**src/rtl/k10_md_ctrl.sv**
```systemverilog
// k10_md_ctrl: issue/retire controller between the pipeline and a
// multi-cycle mul/div unit. Holds one op in flight, registers the
// result for a downstream valid/ready handshake, and drains the
// divider back to idle before it may be restarted.

package komandara_k10_pkg;

    typedef enum logic [2:0] {
        MD_MUL    = 3'd0,
        MD_MULH   = 3'd1,
        MD_MULHSU = 3'd2,
        MD_MULHU  = 3'd3,
        MD_DIV    = 3'd4,
        MD_DIVU   = 3'd5,
        MD_REM    = 3'd6,
        MD_REMU   = 3'd7
    } md_op_e;

endpackage

module k10_md_ctrl
    import komandara_k10_pkg::*;
(
    input  logic         i_clk,
    input  logic         i_rst_n,
    // upstream issue
    input  logic         i_valid,
    output logic         o_ready,
    input  md_op_e       i_op,
    input  logic [31:0]  i_a,
    input  logic [31:0]  i_b,
    input  logic [4:0]   i_rd,
    input  logic         i_flush,
    // mul/div unit
    output logic         o_md_start,
    output md_op_e       o_md_op,
    output logic [31:0]  o_md_a,
    output logic [31:0]  o_md_b,
    input  logic         i_md_busy,
    input  logic         i_md_done,
    input  logic [31:0]  i_md_result,
    // downstream result
    output logic         o_valid,
    input  logic         i_ready,
    output logic [31:0]  o_result,
    output logic [4:0]   o_rd
);

    typedef enum logic [1:0] {
        IDLE,
        EXEC,
        DRAIN
    } state_e;

    state_e      state;
    logic [4:0]  rd_q;
    logic        is_div;

    // Divide-class ops leave the unit in a DONE state that must be drained.
    always_comb begin
        is_div = o_md_op inside {MD_DIV, MD_DIVU, MD_REM, MD_REMU};
    end

    // Accept only when idle and the result slot is free or being freed now.
    always_comb begin
        o_ready = i_rst_n && (state == IDLE) && (!o_valid || i_ready) && !i_flush;
    end

    // Control FSM with registered unit request, operands and result.
    always_ff @(posedge i_clk) begin
        if (!i_rst_n) begin
            state      <= IDLE;
            o_md_start <= 1'b0;
            o_md_op    <= MD_MUL;
            o_md_a     <= '0;
            o_md_b     <= '0;
            rd_q       <= '0;
            o_valid    <= 1'b0;
            o_result   <= '0;
            o_rd       <= '0;
        end else begin
            // Consume first; a capture below in the same cycle overrides it.
            if (o_valid && i_ready) begin
                o_valid <= 1'b0;
            end

            case (state)
                IDLE: begin
                    if (i_valid && o_ready) begin
                        o_md_op    <= i_op;
                        o_md_a     <= i_a;
                        o_md_b     <= i_b;
                        rd_q       <= i_rd;
                        o_md_start <= 1'b1;
                        state      <= EXEC;
                    end
                end

                EXEC: begin
                    // Flush wins over a same-cycle done; the held result is older and kept.
                    if (i_flush || i_md_done) begin
                        if (!i_flush) begin
                            o_result <= i_md_result;
                            o_rd     <= rd_q;
                            o_valid  <= 1'b1;
                        end
                        o_md_start <= 1'b0;
                        state      <= is_div ? DRAIN : IDLE;
                    end
                end

                DRAIN: begin
                    if (!i_md_busy && !i_md_done) begin
                        state <= IDLE;
                    end
                end

                default: begin
                    state      <= IDLE;
                    o_md_start <= 1'b0;
                end
            endcase
        end
    end

endmodule

```
**config.mk**
```make
export PLATFORM = sky130hd
export DESIGN_NAME = k10_md_ctrl
export DESIGN_NICKNAME = d
export VERILOG_FILES = /design/src/rtl/k10_md_ctrl.sv
export SDC_FILE = /design/constraint.sdc
export NUM_CORES = 1
export LEC_CHECK = 0
export ABC_AREA = 1
export CAP_MARGIN = 25
export CORE_MARGIN = 2
export CORE_UTILIZATION = 43
export CTS_CLUSTER_DIAMETER = 30
export DETAILED_ROUTE_END_ITERATION = 16
export GPL_TIMING_DRIVEN = 1
export PLACE_DENSITY = 0.95
export SLEW_MARGIN = 20
export SYNTH_ARGS = -nofsm -noshare
export SYNTH_HDL_FRONTEND = slang
export SYNTH_SLANG_ARGS = --single-unit
```
**constraint.sdc**
```tcl
create_clock -name i_clk -period 3.6 [get_ports i_clk]
set_input_delay 0.72 -clock i_clk [delete_from_list [all_inputs] [get_ports i_clk]]
set_output_delay 0.72 -clock i_clk [all_outputs]
set_load 0.005 [all_outputs]
```
Word-level counts from Yosys, hierarchy flattened --
Cells that the tools add are included.
Storage, ports and cells: flip-flop bits (word level) 113, memory bits (read-only) 0, memories kept 0, input port bits 111, memory bits (writable) 0, logic and storage cells 50, bits in latches 0
Cells by class: muxes and demuxes 12, multiply operators 0, $lt $le $gt $ge 0, divide/modulo/power cells 0, equality and inequality tests 9, add/sub/neg operators 0, shift operators 0, reduce and logical (&&, ||, !) cells 18, bitwise operators 2
Operator list (number):
- == test 3 bit, second input constant | 4
- AND reduction 3 bit | 3
- two-way mux 2 bit | 4
- logical AND 1 bit | 6
- two-way mux 1 bit | 6
- one-hot mux 2 bit (3 select lines) | 1
- logical NOT 1 bit | 4
- inequality test 2 bit, second input constant | 2
- nonzero test 4 bit | 1
- one-hot mux 1 bit (3 select lines) | 1
- == test 2 x 1 -> 1 bit, second input constant | 1
- == test 2 bit, second input constant | 1
- logical NOT 2 bit | 1
- logical OR 1 bit | 2
- inequality test 2 x 1 -> 1 bit, second input constant | 1
- NOT 1 bit | 2
- AND reduction 2 bit | 1

Logic depth before layout (Yosys ltp) --
Gate-level depths: netlist (run 1).
word-level depth 7, gate-level depth with buffers 8

Worst setup path before layout (run 1) --
Ideal clock, no wire load.
kind input -> output, start point in i_rst_n, end point out o_ready, slack 1.603 ns, data required time 2.880 ns, cell stages on the path 5, arrival time 1.277 ns, path buffers 2, path through inv_2 > nor2_2 > and3_1 > buf_6 > buf_2
Between the ends: longest elaborated chain between the ends 3
RTL lines:
- start: declaration | line 25 | input logic i_rst_n,
- logical AND 1 bit (3 in series) | line 66 | o_ready = i_rst_n && (state == IDLE) && (!o_valid || i_ready) && !i_flush;
- end: declaration | line 28 | output logic o_ready,
No other way between the ends.

Final worst setup path (run 1) --
start point in i_flush, end point out o_ready
Between the ends: longest elaborated chain between the ends 2
RTL lines:
- start: declaration | line 33 | input logic i_flush,
- logical NOT 1 bit
- logical AND 1 bit | line 66
No other way between the ends.

==> results of run 1 <==
cell type report:
type	instances	area share, %
multi-input cells	337	24.00
clock inverters	12	2.258
inverters	14	0.7527
flip-flops and latches	113	32.40
repair buffers	222	31.68
clock buffers	20	6.523
well taps	133	2.384
worst max-delay path: cells and delay by family:
| kind | cells | cell delay [ns] |
|---|---|---|
| buf+inv | 2 | 1.01 |
| simple gates | 2 | 0.39 |
synth_stat cells:
cell type and number:
buf_2 13, nand4_2 1, nor2_1 125, buf_12 2, o21ai_1 4, a21oi_2 30, dfxtp_1 113, inv_2 2
a21oi_1 51, o21ai_0 106, or2_2 1, nor2_2 12, buf_8 2, clkbuf_1 23, nor3_4 1, nand3_1 1
buf_4 1, buf_6 1, and3_1 1, nand2_1 4, inv_1 12
sequential cells by signal, summed over array words and instances, names as in the netlist:
signal,count
o_md_a,32
o_md_b,32
o_result,32
o_rd,5
rd_q,5
o_md_op,3
state,2
o_md_start,1
o_valid,1
routing by layer:
layer | track usage, % | share of wire, % | vias up
met5 | 0 | 0 | -
met4 | 12.15 | 2.8 | 0
met3 | 7.258 | 7.0 | 33
met2 | 41.56 | 52 | 177
met1 | 25.72 | 38 | 2020
li1 | - | - | 2081
cell families (layout without fill, tap and decap cells):
group | Yosys count | after routing | share of synthesized area [%]
AO/OA/AOI/OAI | 191 | 191 | 25.27
AND/OR/NAND/NOR | 146 | 146 | 14.32
flip-flops | 113 | 113 | 53.49
buffers and inverters | 56 | 268 | 6.923
power by group:
group	internal [mW]	switching, mW	total [mW]
clock	1.11	0.582	1.69
combinational	0.229	0.156	0.385
sequential	1.30	0.0292	1.33
per-stage QoR:
step / util (%) / cell area (sq um)
6_report: 72.43 / 6982
5_1_grt: 72.43 / 6982
4_1_cts: 72.43 / 6982
3_5_place_dp: 66.07 / 6369
3_3_place_gp: 66.07 / 6369
2_1_floorplan: - / 4229
worst max-delay path by stage:
stage | from | endpoint | slack [ns]
6_report | i_flush | o_ready | 0.75
5_1_grt | i_flush | o_ready | 0.72
4_1_cts | i_flush | o_ready | 0.74
3_5_place_dp | i_flush | o_md_b[9] | 0.57
3_3_place_gp | i_flush | o_md_b[12] | 0.65
2_1_floorplan | i_rst_n | o_ready | 1.60
==> flow_summary.yaml, run 1 <==
timing:
  finalCritPeriodShare_pct: 79.07
  holdWs_ns: 0.4550
  fin_crit_ns: 2.846
  skew_ns: 0.008895
  max_freq_ghz: 0.3513
  setup_viol: 0
  worst_slew_pin_slew_ns: 0.9344
  finalHoldViolations: 0
  rsz0062_at_grt: "false"
  tns_ns: 0
  final_max_slew_viol_count: 0
  timing.final.ws_setup_ns: 0.7536
  max_slew_margin_pct: 37.56
power_and_ir_drop:
  p_per_area_nw_per_um2: 487.9
  power_leakage_nw: 2.640
  ir_worst_vdd_mv: 0.2649
  p_total_mw: 3.406
clock_network:
  clock_sinks: 113
  path_clk_slew_ns: 0.06
  root_buffer: "clkbuf_8"
  cts_hold_buf: 0
  cts_buffer_depth: 2
  postCtsSetupBuffers: 0
  clk_latency_ns: 0.51
  numCtsBuffers: 17
  cts_tree: "yes"
  htreeDepth: 4
  post_cts_resized: 0
floorplanning:
  io_pins: 218
  die-area_sq_um: 10640
  core_sq_um: 9639
  die_w_um: 103.2
  die_h_um: 103.2
  start_util_pct: 43.87
  rows: 36
final_layout:
  fin_nets: 816
  nFillCells: 710
  multi_input_area_sq_um: 1675
  final_common_cell: "clkdlybuf4s50_1"
  drive_above_1_share_pct: 12.12
  diodes: 0
  layout_common_cells: "215 x clkdlybuf4s50_1, 125 x nor2_1, 113 x dfxtp_1"
  area.growth.synth_to_final_pct: 65.09
  regArea_sq_um: 2262
  layoutNonFillerInstCount: 851
detailed_routing:
  routed_wl_um: 13180
  first_pass_iters: 4
  drt_iter0_markers: 178
  drtAntennaViolNets: 0
  post-route-drc-count: 0
  num_vias: 4311
  wl_per_cell_um: 15.48
  via_per_inst: 5.066
placed_design:
  port_buffers: 217
  place.gp.congestion: 0.7749
  dp_slack_ns: 0.5681
  dp_hpwl_um: 8875
  placed_cells_incl_taps: 819
grt:
  grt_pass1_wl_um: 19670
  grt_overflow: 0
  grt_use_total_pct: 23.66
  grt_pass1_vias: 4278
  antenna_found_initial: 0
  grt_max_degree: 110
yosys:
  synth_area_leaders: "dfxtp_1 53%, o21ai_0 13%, nor2_1 11%"
  yosys.area.top_type_share_pct: 53.49
  synth.distinct_cells: 21
  synth_area_sq_um: 4229
  ys_ff_latch: 113
  syn_nets: 617
  synth_top_area_cell: "dfxtp_1"
  synthCells: 506
  synth.avg_cell_area_sq_um: 8.358
  ys_warn_count: 0
  seq_area_frac_synth_pct: 53.49
critical_path:
  worstPathCellList: "clkdlybuf4s50_1 -> nor2_2 -> and3_2 -> clkdlybuf4s50_1"
  cpMostUsedCell: "clkdlybuf4s50_1"
  r2r_end: "o_md_b[9]"
  worstPathMaxFanout: 3
  reg2reg_from: "state[1]"
  cp.arrival_ns: 2.13
  cp_slowest_cell: "clkdlybuf4s50_1"
  end_kind: "output port"
  r2r_cells: 5
  path_class: "input pin to output port"
  cp-start-kind: "input pin"
  r2r_setup_slack_ns: 1.45
  worstPathRequired_ns: 2.88
  cpPeakStageDelay_ns: 0.51
worst_hold_path:
  whs_endpoint: "rd_q[3]"
  min_path_type: "flop to flop"
  worstHoldStart: "rd_q[3]"
  whs_path_depth: 2
run:
  cap_violations: 0
outcome:
  status: "completed"
Power figures use the tool's default switching activity.
==> inputs of run 2 (changes only) <==
--- a/config.mk
+++ b/config.mk
@@ -8,11 +8,11 @@
 export ABC_AREA = 1
 export CAP_MARGIN = 25
 export CORE_MARGIN = 2
-export CORE_UTILIZATION = 43
+export CORE_UTILIZATION = 40
 export CTS_CLUSTER_DIAMETER = 30
 export DETAILED_ROUTE_END_ITERATION = 16
 export GPL_TIMING_DRIVEN = 1
-export PLACE_DENSITY = 0.95
+export PLACE_DENSITY = 0.91
 export SLEW_MARGIN = 20
 export SYNTH_ARGS = -nofsm -noshare
 export SYNTH_HDL_FRONTEND = slang
==> constraint.sdc (replaced) <==
create_clock -name i_clk -period 2.95 [get_ports i_clk]
set_input_delay 0.59 -clock i_clk [delete_from_list [all_inputs] [get_ports i_clk]]
set_output_delay 0.59 -clock i_clk [all_outputs]
set_load 0.005 [all_outputs]
==> run 2 against run 1 <==
Net effect:
- count of clock-buffer cells in the layout unchanged
- die area up 7.2%
- largest power group unchanged
- critical path type unchanged
- critical endpoint unchanged
- highest routed layer unchanged
- design area down 0.59%
==> flow_summary.yaml, run 2 (same netlist as run 1, synthesis figures left out) <==
clock_network:
  path_clk_slew_ns: 0.06
  cts_hold_buf: 0
  root_buffer: "clkbuf_8"
  numCtsBuffers: 17
  clk_latency_ns: 0.50
  htreeDepth: 4
  clock_sinks: 113
  cts_tree: "yes"
  cts_buffer_depth: 2
  post_cts_resized: 0
  postCtsSetupBuffers: 0
detailed_routing:
  via_per_inst: 5.023
  routed_wl_um: 12980
  wl_per_cell_um: 15.20
  drt_iter0_markers: 252
  num_vias: 4290
  first_pass_iters: 5
  post-route-drc-count: 0
  drtAntennaViolNets: 0
critical_path:
  worstPathCellList: "clkdlybuf4s50_1 -> nor2_2 -> and3_2 -> clkdlybuf4s50_1"
  crit_family: "buffers and inverters"
  path_buf_inv: 2
  cp_slowest_cell: "clkdlybuf4s50_1"
  worstPathRequired_ns: 2.36
  worstPathMaxFanout: 3
  cpPeakStageDelay_ns: 0.52
  cp-start-kind: "input pin"
  cp.arrival_ns: 2.09
  end_kind: "output port"
  path_class: "input pin to output port"
  cpMostUsedCell: "clkdlybuf4s50_1"
placed_design:
  place.gp.congestion: 0.7926
  port_buffers: 217
  dp_hpwl_um: 9012
  placed_area_sq_um: 6394
final_layout:
  fin_util_pct: 67.53
  fin_nets: 816
  top_regs: "o_md_a: 32 flops, o_md_b: 32 flops, o_result: 32 flops"
  final_area_sq_um: 6940
  diodes: 0
  layout_common_cells: "215 x clkdlybuf4s50_1, 125 x nor2_1, 113 x dfxtp_1"
  final_common_cell: "clkdlybuf4s50_1"
  drive_above_1_share_pct: 11.84
  area.growth.synth_to_final_pct: 64.11
timing:
  skew_ns: 0.006947
  tns_ns: 0
  finalHoldViolations: 0
  finalCritPeriodShare_pct: 90.79
  holdWs_ns: 0.3803
  worst_slew_pin_slew_ns: 0.8905
  max_slew_margin_pct: 40.63
  setup_viol: 0
  max_freq_ghz: 0.3734
  final_max_slew_viol_count: 0
  rsz0062_at_grt: "false"
  fin_crit_ns: 2.678
power_and_ir_drop:
  p_total_mw: 3.940
  ir_worst_vdd_mv: 0.3674
  power_leakage_nw: 2.613
  p_per_area_nw_per_um2: 567.6
floorplanning:
  die-area_sq_um: 11410
  start_util_pct: 41.15
  die_h_um: 106.8
  io_pins: 218
  rows: 37
  core_sq_um: 10280
  die_w_um: 106.8
grt:
  grt_max_degree: 110
  grt_use_total_pct: 23.09
  grt_overflow: 0
  grt_pass1_vias: 4527
  grt_pass1_wl_um: 20990
  antenna_found_initial: 0
outcome:
  status: "completed"
run:
  cap_violations: 0
worst_hold_path:
  min_path_type: "input pin to flop"
## run 2: cell count changes in the layout (fill, tap and decap cells not counted), sizes merged
cell / previous run / this run
bufinv: 3 / 1
clkinv: 3 / 4
inv: 14 / 15
## run 2: metrics by stage
step,setup WS (ns),std cells
final,0.2718,854
after global routing,0.2153,854
after CTS,0.2584,854
after detailed placement,0.2631,822
after global placement,0.2768,822
after floorplan,1.213,506
## run 2: power breakdown
group | internal, mW | switching, mW | leakage [nW] | total [mW]
clock | 1.14 | 0.709 | 0.250 | 1.85
combinational | 0.281 | 0.189 | 1.44 | 0.469
sequential | 1.59 | 0.0348 | 0.920 | 1.62
total | 3.01 | 0.933 | 2.61 | 3.94
## run 2: final cells by class
class / instances / area (sq um)
Fill cell: 760 / 3337
Sequential cell: 113 / 2262
Timing Repair Buffer: 222 / 2225
Multi-Input combinational cell: 337 / 1684
Clock buffer: 20 / 435.4
Tap cell: 136 / 170.2
Clock inverter: 12 / 111.4
Inverter: 14 / 52.55
## run 2: path summary, 6_finish.rpt
path | start | end | slack [ns] | depth (start not counted)
worst max-delay path | i_flush | o_ready | 0.27 | 4
worst max register to register | state[1] | o_md_b[8] | 1.27 | 5
worst min-delay path | i_rst_n | o_valid | 0.38 | 3
worst min register to register | rd_q[2] | o_rd[2] | 0.46 | 2
## run 2: tightest hold or removal path, cell delays in order
cell and delay [ns]:
buf_2 0.11, inv_2 0.09, a21oi_1 0.04
## run 2: layer usage
layer | track usage, % | share of wire (%)
met1 | 25.07 | 39
met5 | 0 | 0
met2 | 39.22 | 49
met4 | 11.13 | 2.9
met3 | 9.179 | 9.5
